## src/rtl/morse_symbol_timer.sv

```systemverilog
// Morse keyer timing: splits a debounced key level into dot/dash symbols and
// character/word gap pulses, timed in prescaled units that restart on every state change.
module morse_symbol_timer #(
    parameter int DIV_COUNT   = 25,
    parameter int DASH_THRESH = 2,
    parameter int CHAR_GAP    = 3,
    parameter int WORD_GAP    = 7,
    parameter int UNIT_W      = 4
) (
    input  logic       CLK,
    input  logic       RST,
    input  logic       in_EN,
    input  logic       key_in,
    output logic       sym_valid,
    output logic       sym_dash,
    output logic       char_end,
    output logic       word_end,
    output logic [1:0] state_out
);

    typedef enum logic [1:0] {
        ST_IDLE  = 2'd0,
        ST_MARK  = 2'd1,
        ST_SPACE = 2'd2,
        ST_BAD   = 2'd3
    } state_t;

    localparam int              PW        = (DIV_COUNT > 2) ? $clog2(DIV_COUNT) : 1;
    localparam logic [PW-1:0]   PRESC_MAX = PW'(DIV_COUNT - 1);

    state_t              r_state;
    logic [PW-1:0]       r_presc;
    logic [UNIT_W-1:0]   r_units;
    logic                r_sym_valid;
    logic                r_sym_dash;
    logic                r_char_end;
    logic                r_word_end;

    state_t              w_state_nxt;
    logic [PW-1:0]       w_presc_nxt;
    logic [UNIT_W-1:0]   w_units_nxt;
    logic [UNIT_W-1:0]   w_units_sat;
    logic                w_sym_valid_nxt;
    logic                w_sym_dash_nxt;
    logic                w_char_end_nxt;
    logic                w_word_end_nxt;
    logic                w_tick;
    logic                w_reach_char;
    logic                w_reach_word;

    assign w_tick       = (r_presc == PRESC_MAX);
    assign w_units_sat  = (r_units == '1) ? r_units : r_units + 1'b1;
    // A gap boundary is "reached" on the edge whose tick lands the count on it.
    assign w_reach_char = w_tick && (int'(r_units) + 1 == CHAR_GAP);
    assign w_reach_word = w_tick && (int'(r_units) + 1 == WORD_GAP);

    always_comb begin
        // NOTE: every variable gets a default first so no path leaves one unassigned (no latch).
        w_state_nxt     = r_state;
        w_presc_nxt     = r_presc;
        w_units_nxt     = r_units;
        w_sym_valid_nxt = 1'b0;
        w_sym_dash_nxt  = r_sym_dash;
        w_char_end_nxt  = 1'b0;
        w_word_end_nxt  = 1'b0;

        if (in_EN) begin
            w_presc_nxt = w_tick ? '0 : r_presc + 1'b1;
            w_units_nxt = w_tick ? w_units_sat : r_units;

            case (r_state)
                ST_IDLE: begin
                    w_presc_nxt = '0;
                    w_units_nxt = '0;
                    if (key_in) w_state_nxt = ST_MARK;
                end
                ST_MARK: begin
                    if (!key_in) begin
                        w_state_nxt     = ST_SPACE;
                        w_sym_valid_nxt = 1'b1;
                        w_sym_dash_nxt  = (int'(r_units) >= DASH_THRESH);
                    end
                end
                ST_SPACE: begin
                    if (key_in) begin
                        w_state_nxt = ST_MARK;
                    end else if (w_reach_word) begin
                        w_state_nxt    = ST_IDLE;
                        w_word_end_nxt = 1'b1;
                    end else if (w_reach_char) begin
                        w_char_end_nxt = 1'b1;
                    end
                end
                default: w_state_nxt = ST_IDLE;
            endcase

            // Units restart on every state change so they align to key edges.
            if (w_state_nxt != r_state) begin
                w_presc_nxt = '0;
                w_units_nxt = '0;
            end
        end
    end

    always_ff @(posedge CLK or posedge RST) begin
        if (RST) begin
            r_state     <= ST_IDLE;
            r_presc     <= '0;
            r_units     <= '0;
            r_sym_valid <= 1'b0;
            r_sym_dash  <= 1'b0;
            r_char_end  <= 1'b0;
            r_word_end  <= 1'b0;
        end else begin
            // NOTE: non-blocking so every register samples the pre-edge values.
            r_state     <= w_state_nxt;
            r_presc     <= w_presc_nxt;
            r_units     <= w_units_nxt;
            r_sym_valid <= w_sym_valid_nxt;
            r_sym_dash  <= w_sym_dash_nxt;
            r_char_end  <= w_char_end_nxt;
            r_word_end  <= w_word_end_nxt;
        end
    end

    assign sym_valid = r_sym_valid;
    assign sym_dash  = r_sym_dash;
    assign char_end  = r_char_end;
    assign word_end  = r_word_end;
    assign state_out = r_state;

endmodule
```

## config.mk

```make
export PLATFORM = sky130hd
export DESIGN_NAME = morse_symbol_timer
export DESIGN_NICKNAME = d
export VERILOG_FILES = /design/src/rtl/morse_symbol_timer.sv
export SDC_FILE = /design/constraint.sdc
export NUM_CORES = 1
export LEC_CHECK = 0
export CORE_MARGIN = 4
export CORE_UTILIZATION = 35
export CTS_CLUSTER_SIZE = 30
export DETAILED_ROUTE_END_ITERATION = 10
export HOLD_SLACK_MARGIN = 0.06
export PLACE_DENSITY = 0.54
export SYNTH_ARGS = -nofsm -noshare
export SYNTH_HDL_FRONTEND = slang
export SYNTH_SLANG_ARGS = --single-unit
export TNS_END_PERCENT = 50
```

## constraint.sdc

```tcl
create_clock -name CLK -period 2.9 [get_ports CLK]
set_input_delay 0.87 -clock CLK [delete_from_list [all_inputs] [get_ports CLK]]
set_output_delay 0.87 -clock CLK [all_outputs]
set_load 0.03 [all_outputs]
```

# --- After elaboration in Yosys (flattened, before gate mapping) ---
# Cells that the tools add are included.
word_totals:
  ff_bits: 15
  word_cells: 51
  memories: 0
  latchBits: 0
  romBits: 0
  input_bits: 4
  mem_bits_rw: 0
  output_inout_bits: 6
op_classes:
  shifts: 0
  multipliers: 0
  n_addsub: 3
  div: 0
  n_eq_ne: 8
  reduce_logical: 6
  n_bitwise: 1
  muxes: 25
  n_lt_le_gt_ge: 1
op_table:
  columns: ["op", "n"]
  rows:
  - ["32-bit by 3-bit equality test with 1-bit output (second input constant)", 1]
  - ["4-bit two-way mux", 4]
  - ["5-bit two-way mux", 3]
  - ["1-bit two-way mux", 12]
  - ["2-bit two-way mux", 5]
  - ["2-bit one-hot mux with 3 select lines", 1]
  - ["3-bit AND reduction", 2]
  - ["4-bit by 1-bit adder with 5-bit output (second input constant)", 1]
  - ["5-bit by 1-bit adder with 5-bit output (second input constant)", 1]
  - ["5-bit by 3-bit equality test with 1-bit output (second input constant)", 1]
  - ["5-bit equality test (second input constant)", 1]
  - ["4-bit by 1-bit adder with 4-bit output (second input constant)", 1]
  - ["4-bit equality test (second input constant)", 1]
  - ["4-bit by 2-bit >= comparator with 1-bit output (second input constant)", 1]
  - ["3-bit by 1-bit inequality test with 1-bit output (second input constant)", 1]
  - ["3-bit nonzero test", 1]
  - ["2-bit by 1-bit equality test with 1-bit output (second input constant)", 1]
  - ["2-bit equality test (second input constant)", 1]
  - ["1-bit logical AND", 2]
  - ["2-bit logical NOT", 1]
  - ["2-bit inequality test", 1]
  - ["1-bit NOT", 1]

# --- Depth between registers and ports, before layout ---
logic_depth:
  ltp_word: 10
  depth_mapped: 7
  depth_no_buf: 7

# --- Least setup slack after synthesis ---
# No wires, ideal clock.
synth_path:
  kind: "input -> register"
  from: "input port key_in"
  to: "register r_presc[2]"
  slack_ns: 0.989
  arrival_time_ns: 1.847
  setup_time_ns: 0.064
  stages: 6
  required_time_ns: 2.836
  cell_sequence: "nor3b_2 a21oi_1 or3b_1 buf_2 nor3b_1 a21o_1"
synth_via:
  elab_chain_len: 5
  elab_cells_between_ends: 7
  cone_classes: "eq/ne: 1; mux: 6"
synth_lines:
  columns: ["item", "line_no", "text"]
  rows:
  - ["from (decl)", "13", "input logic key_in,"]
  - ["2-bit two-way mux, on equally long branches", "85, 75, 78", null]
  - ["2-bit one-hot mux with 3 select lines *", "71", "case (r_state)"]
  - ["2-bit two-way mux *", "67", "if (in_EN) begin"]
  - ["2-bit inequality test *", "98", "if (w_state_nxt != r_state) begin"]
  - ["5-bit two-way mux *", "98", null]
  - ["to (signal assigned)", "117", "r_presc <= w_presc_nxt;"]
  - ["to (decl)", "32", "logic [PW-1:0] r_presc;"]
# Mark *: on every way between the ends. The rest lies on a longest branch, timed or not. The select of a mux whose other input is x is not followed.
# A chain may end at the register's enable or synchronous reset.

# --- Final worst setup path ---
layout_path:
  from: "register r_state[0], in the netlist state_out[0]"
  to: "output port state_out[0]"
layout_lines:
  columns: ["item", "line_no", "text"]
  rows:
  - ["from (decl)", "31", "state_t r_state;"]
  - ["from (signal assigned)", "116", "r_state <= w_state_nxt;"]
  - ["to (decl)", "18", "output logic [1:0] state_out"]
# No word-level cell between the ends.

==> load_flow_metrics.sql <==
INSERT INTO impl_metrics (metric_group, metric, value, unit) VALUES
('floorplanning', 'die_y', '56.7', 'um'),
('place', 'place.port_buffers', '9', ''),
('worst_setup_path', 'worst-path-buf-inv', '1', ''),
('synthesis', 'netlist_instances', '81', ''),
('sta', 'hold_viol', '0', ''),
('worst_setup_path', 'critical-path-slowest-cell', 'sky130_fd_sc_hd__clkdlybuf4s50_1', ''),
('worst_setup_path', 'timing.reg2reg.worst_path_depth', '6', ''),
('clock_tree', 'clock_sinks', '15', ''),
('place', 'post_dp_cell_area', '955', 'um^2'),
('clock_tree', 'cts_made_buffers', '3', ''),
('power_and_ir_drop', 'power.leakage', '0.463', 'nW'),
('worst_setup_path', 'crit_path_max_fanout', '6', ''),
('worst_setup_path', 'critical_path.reg2reg.endpoint', 'r_units[3]', ''),
('clock_tree', 'htreeDepth', '1', ''),
('cells_and_area', 'design.final.nets', '103', ''),
('routing', 'drt_drc_violations_left', '0', ''),
('cells_and_area', 'final_layout_size_suffix_gt1_share', '9.68', '%'),
('routing', 'ant_nets', '0', ''),
('floorplanning', 'starting_density_of_the_core', '37.2', '%'),
('worst_setup_path', 'critical-path-max-stage-delay', '700', 'ps'),
('floorplanning', 'die_width', '56.7', 'um'),
('worst_hold_path', 'hold-path-endpoint', 'sym_dash', ''),
('cells_and_area', 'num_antenna_cells', '0', ''),
('worst_setup_path', 'critical_path_class', 'reg -> out', ''),
('clock_tree', 'clk_transition_reported_paths', '100', 'ps'),
('global_routing', 'largest_net_degree_at_the_start_of_global_routing', '17', ''),
('place', 'post-dp-hpwl', '1150', 'um'),
('synthesis', 'count_of_warnings_emitted_by_yosys', '0', ''),
('routing', 'post_drt_via_cell_ratio', '5.03', ''),
('worst_setup_path', 'cp.arrival', '1440', 'ps'),
('sta', 'final.setup.tns', '0', 'ps'),
('sta', 'clock_skew', '12.7', 'ps'),
('synthesis', 'ys_ff_latch', '15', ''),
('sta', 'report.final.setup_viol', '0', ''),
('cells_and_area', 'finish.utilization', '44.0', '%'),
('cells_and_area', 'fin_area', '982', 'um^2'),
('sta', 'max-slew-margin-rel', '60.1', '%'),
('outcome', 'outcome', 'finished clean', ''),
('routing', 'route.detailed.wl_per_inst', '12.9', 'um'),
('clock_tree', 'ctsRootBufferMaster', 'sky130_fd_sc_hd__clkbuf_4', ''),
('floorplanning', 'die_area', '0.00322', 'mm^2'),
('global_routing', 'grt_pass1_wl', '2790', 'um'),
('synthesis', 'syn-num-nets', '90', ''),
('worst_setup_path', 'gate_family_responsible_for_the_most_delay_along_the_worst_path', 'buffers and inverters', ''),
('sta', 'setup_repair_after_global_routing_missed_its_margin', 'no', ''),
('sta', 'final-max-slew-violation-count', '0', ''),
('synthesis', 'ys_seq_area_share', '45.2', '%'),
('routing', 'via_total_after_detailed_routing', '609', ''),
('job', 'maxCapViolations', '0', ''),
('place', 'place.gp.congestion', '0.708', ''),
('sta', 'maxClockFrequency', '0.433', 'GHz'),
('worst_setup_path', 'crit_chain', 'clkdlybuf4s50_1', ''),
('sta', 'fin_crit_sh', '79.7', '%'),
('worst_setup_path', 'endpoint_kind', 'primary output', ''),
('floorplanning', 'ios', '10', ''),
('synthesis', 'synthesis.area_per_instance', '10.3', 'um^2'),
('clock_tree', 'postCtsSetupRepairBufs', '0', ''),
('global_routing', 'grt-ovfl-total', '0', ''),
('synthesis', 'synth_cell_types', '34', ''),
('global_routing', 'vias_in_the_first_global_route', '624', ''),
('routing', 'finalWirelength', '1560', 'um'),
('floorplanning', 'core_footprint', '0.00223', 'mm^2'),
('cells_and_area', 'area_growth_syn_to_layout', '18.2', '%'),
('worst_hold_path', 'holdCritStartpoint', 'sym_dash', ''),
('sta', 'tightest_slew', '598', 'ps'),
('worst_setup_path', 'r2r_setup_slack', '1010', 'ps'),
('floorplanning', 'row_count', '17', ''),
('power_and_ir_drop', 'power.density_cell_area', '444', 'mW/mm^2'),
('routing', 'drt_first_pass_iters', '3', ''),
('worst_setup_path', 'start_kind', 'register', ''),
('clock_tree', 'cts_hold_buffers', '0', '');
## where the power goes
| group | internal (W) | switching [W] |
|---|---|---|
| logic | 0.0000352 | 0.0000486 |
| clock network | 0.0000512 | 0.0000720 |
| registers | 0.000221 | 0.00000868 |
| total | 0.000307 | 0.000129 |
## how the worst max path moves through the flow
stage / start / to / slack [ps] / depth (start not counted)
6_report: state_out[0] / state_out[0] / 590 / 1
2_1_floorplan: key_in / r_presc[2] / 990 / 6
5_1_grt: key_in / r_presc[3] / 500 / 6
3_3_place_gp: key_in / r_presc[2] / 420 / 6
3_5_place_dp: key_in / r_presc[3] / 350 / 6
4_1_cts: state_out[0] / state_out[0] / 570 / 1
## cell usage after synthesis
| cell | n | area [um^2] |
|---|---|---|
| sky130_fd_sc_hd__nor3b_1 | 2 | 15.0 |
| sky130_fd_sc_hd__a21oi_1 | 3 | 15.0 |
| sky130_fd_sc_hd__and4b_1 | 1 | 10.0 |
| sky130_fd_sc_hd__xnor2_1 | 2 | 17.5 |
| sky130_fd_sc_hd__nand4b_1 | 2 | 17.5 |
| sky130_fd_sc_hd__o311ai_1 | 1 | 8.76 |
| sky130_fd_sc_hd__o211ai_1 | 1 | 7.51 |
| sky130_fd_sc_hd__a31oi_1 | 2 | 12.5 |
| sky130_fd_sc_hd__o21ai_0 | 4 | 20.0 |
| sky130_fd_sc_hd__and3b_1 | 1 | 8.76 |
| sky130_fd_sc_hd__a21o_1 | 3 | 22.5 |
| sky130_fd_sc_hd__nor3b_2 | 1 | 12.5 |
| sky130_fd_sc_hd__buf_2 | 1 | 5.00 |
| sky130_fd_sc_hd__nor3_1 | 1 | 5.00 |
| sky130_fd_sc_hd__nand3_2 | 2 | 20.0 |
| sky130_fd_sc_hd__o31ai_1 | 1 | 7.51 |
| sky130_fd_sc_hd__a21boi_0 | 1 | 7.51 |
| sky130_fd_sc_hd__o22ai_1 | 2 | 12.5 |
| sky130_fd_sc_hd__dfrtp_1 | 15 | 375 |
| sky130_fd_sc_hd__a31oi_2 | 1 | 12.5 |
| sky130_fd_sc_hd__or3b_1 | 1 | 8.76 |
| sky130_fd_sc_hd__and2b_1 | 1 | 7.51 |
| sky130_fd_sc_hd__ha_1 | 5 | 62.6 |
| sky130_fd_sc_hd__and4_1 | 1 | 8.76 |
| sky130_fd_sc_hd__clkbuf_1 | 1 | 3.75 |
| sky130_fd_sc_hd__nand2_1 | 2 | 7.51 |
| sky130_fd_sc_hd__nor2_1 | 3 | 11.3 |
| sky130_fd_sc_hd__xor2_1 | 1 | 8.76 |
| sky130_fd_sc_hd__mux2i_1 | 2 | 20.0 |
| sky130_fd_sc_hd__nand2b_1 | 1 | 6.26 |
| sky130_fd_sc_hd__nand3_1 | 4 | 20.0 |
| sky130_fd_sc_hd__and3_1 | 2 | 12.5 |
| sky130_fd_sc_hd__inv_1 | 9 | 33.8 |
| sky130_fd_sc_hd__nor4_1 | 1 | 6.26 |
## stage by stage
step / power [W] / setup WS [ps] / hold slack (ps) / instances
after detailed placement: 0.000319 / 351 / 521 / 117
after global placement: 0.000318 / 422 / 512 / 117
after floorplan: 0.000286 / 989 / 509 / 81
final: 0.000437 / 589 / 537 / 121
after global routing: 0.000468 / 501 / 584 / 121
after CTS: 0.000445 / 574 / 544 / 121
## routing by layer
layer | vias up | routed length (um) | GRT usage [%]
li1 | 315 | - | -
met1 | 287 | 769 | 14.7
met2 | 5 | 725 | 16.7
met3 | 2 | 47 | 2.30
met4 | 0 | 17 | 6.10
met5 | - | 0 | 0
## layout make-up
| cell class | instances | area (um^2) |
|---|---|---|
| repair buffers | 10 | 97.6 |
| multi-input cells | 55 | 413 |
| fillers | 244 | 1250 |
| well taps | 28 | 35.0 |
| flip-flops and latches | 15 | 375 |
| inverters | 9 | 33.8 |
| clock buffers | 3 | 22.5 |
| clock inverters | 1 | 5.00 |
## cell usage in the layout (no fill, tap or decap), types with 3 or more instances in the layout
cell type	Yosys	routed
sky130_fd_sc_hd__dfrtp_1	15	15
sky130_fd_sc_hd__inv_1	9	9
sky130_fd_sc_hd__clkdlybuf4s50_1	0	9
sky130_fd_sc_hd__ha_1	5	5
sky130_fd_sc_hd__nand3_1	4	4
sky130_fd_sc_hd__o21ai_0	4	4
sky130_fd_sc_hd__a21oi_1	3	3
sky130_fd_sc_hd__a21o_1	3	3
sky130_fd_sc_hd__nor2_1	3	3
sky130_fd_sc_hd__clkbuf_4	0	3
## kinds of logic after synthesis
| kind of cell | count (synthesis) | share of synthesized area [%] |
|---|---|---|
| flops | 15 | 45.2 |
| mux | 2 | 2.41 |
| compound gates | 19 | 15.2 |
| xor+xnor | 3 | 3.16 |
| buf+inv | 11 | 5.12 |
| simple gates | 26 | 21.4 |
| fa+ha+maj | 5 | 7.53 |
## sequential cells by signal, indices dropped and copies added (netlist names)
signal,flops
state_out,2
word_end,1
r_presc,5
sym_dash,1
r_units,4
char_end,1
sym_valid,1
No activity file was read; power rests on OpenSTA's default activity.
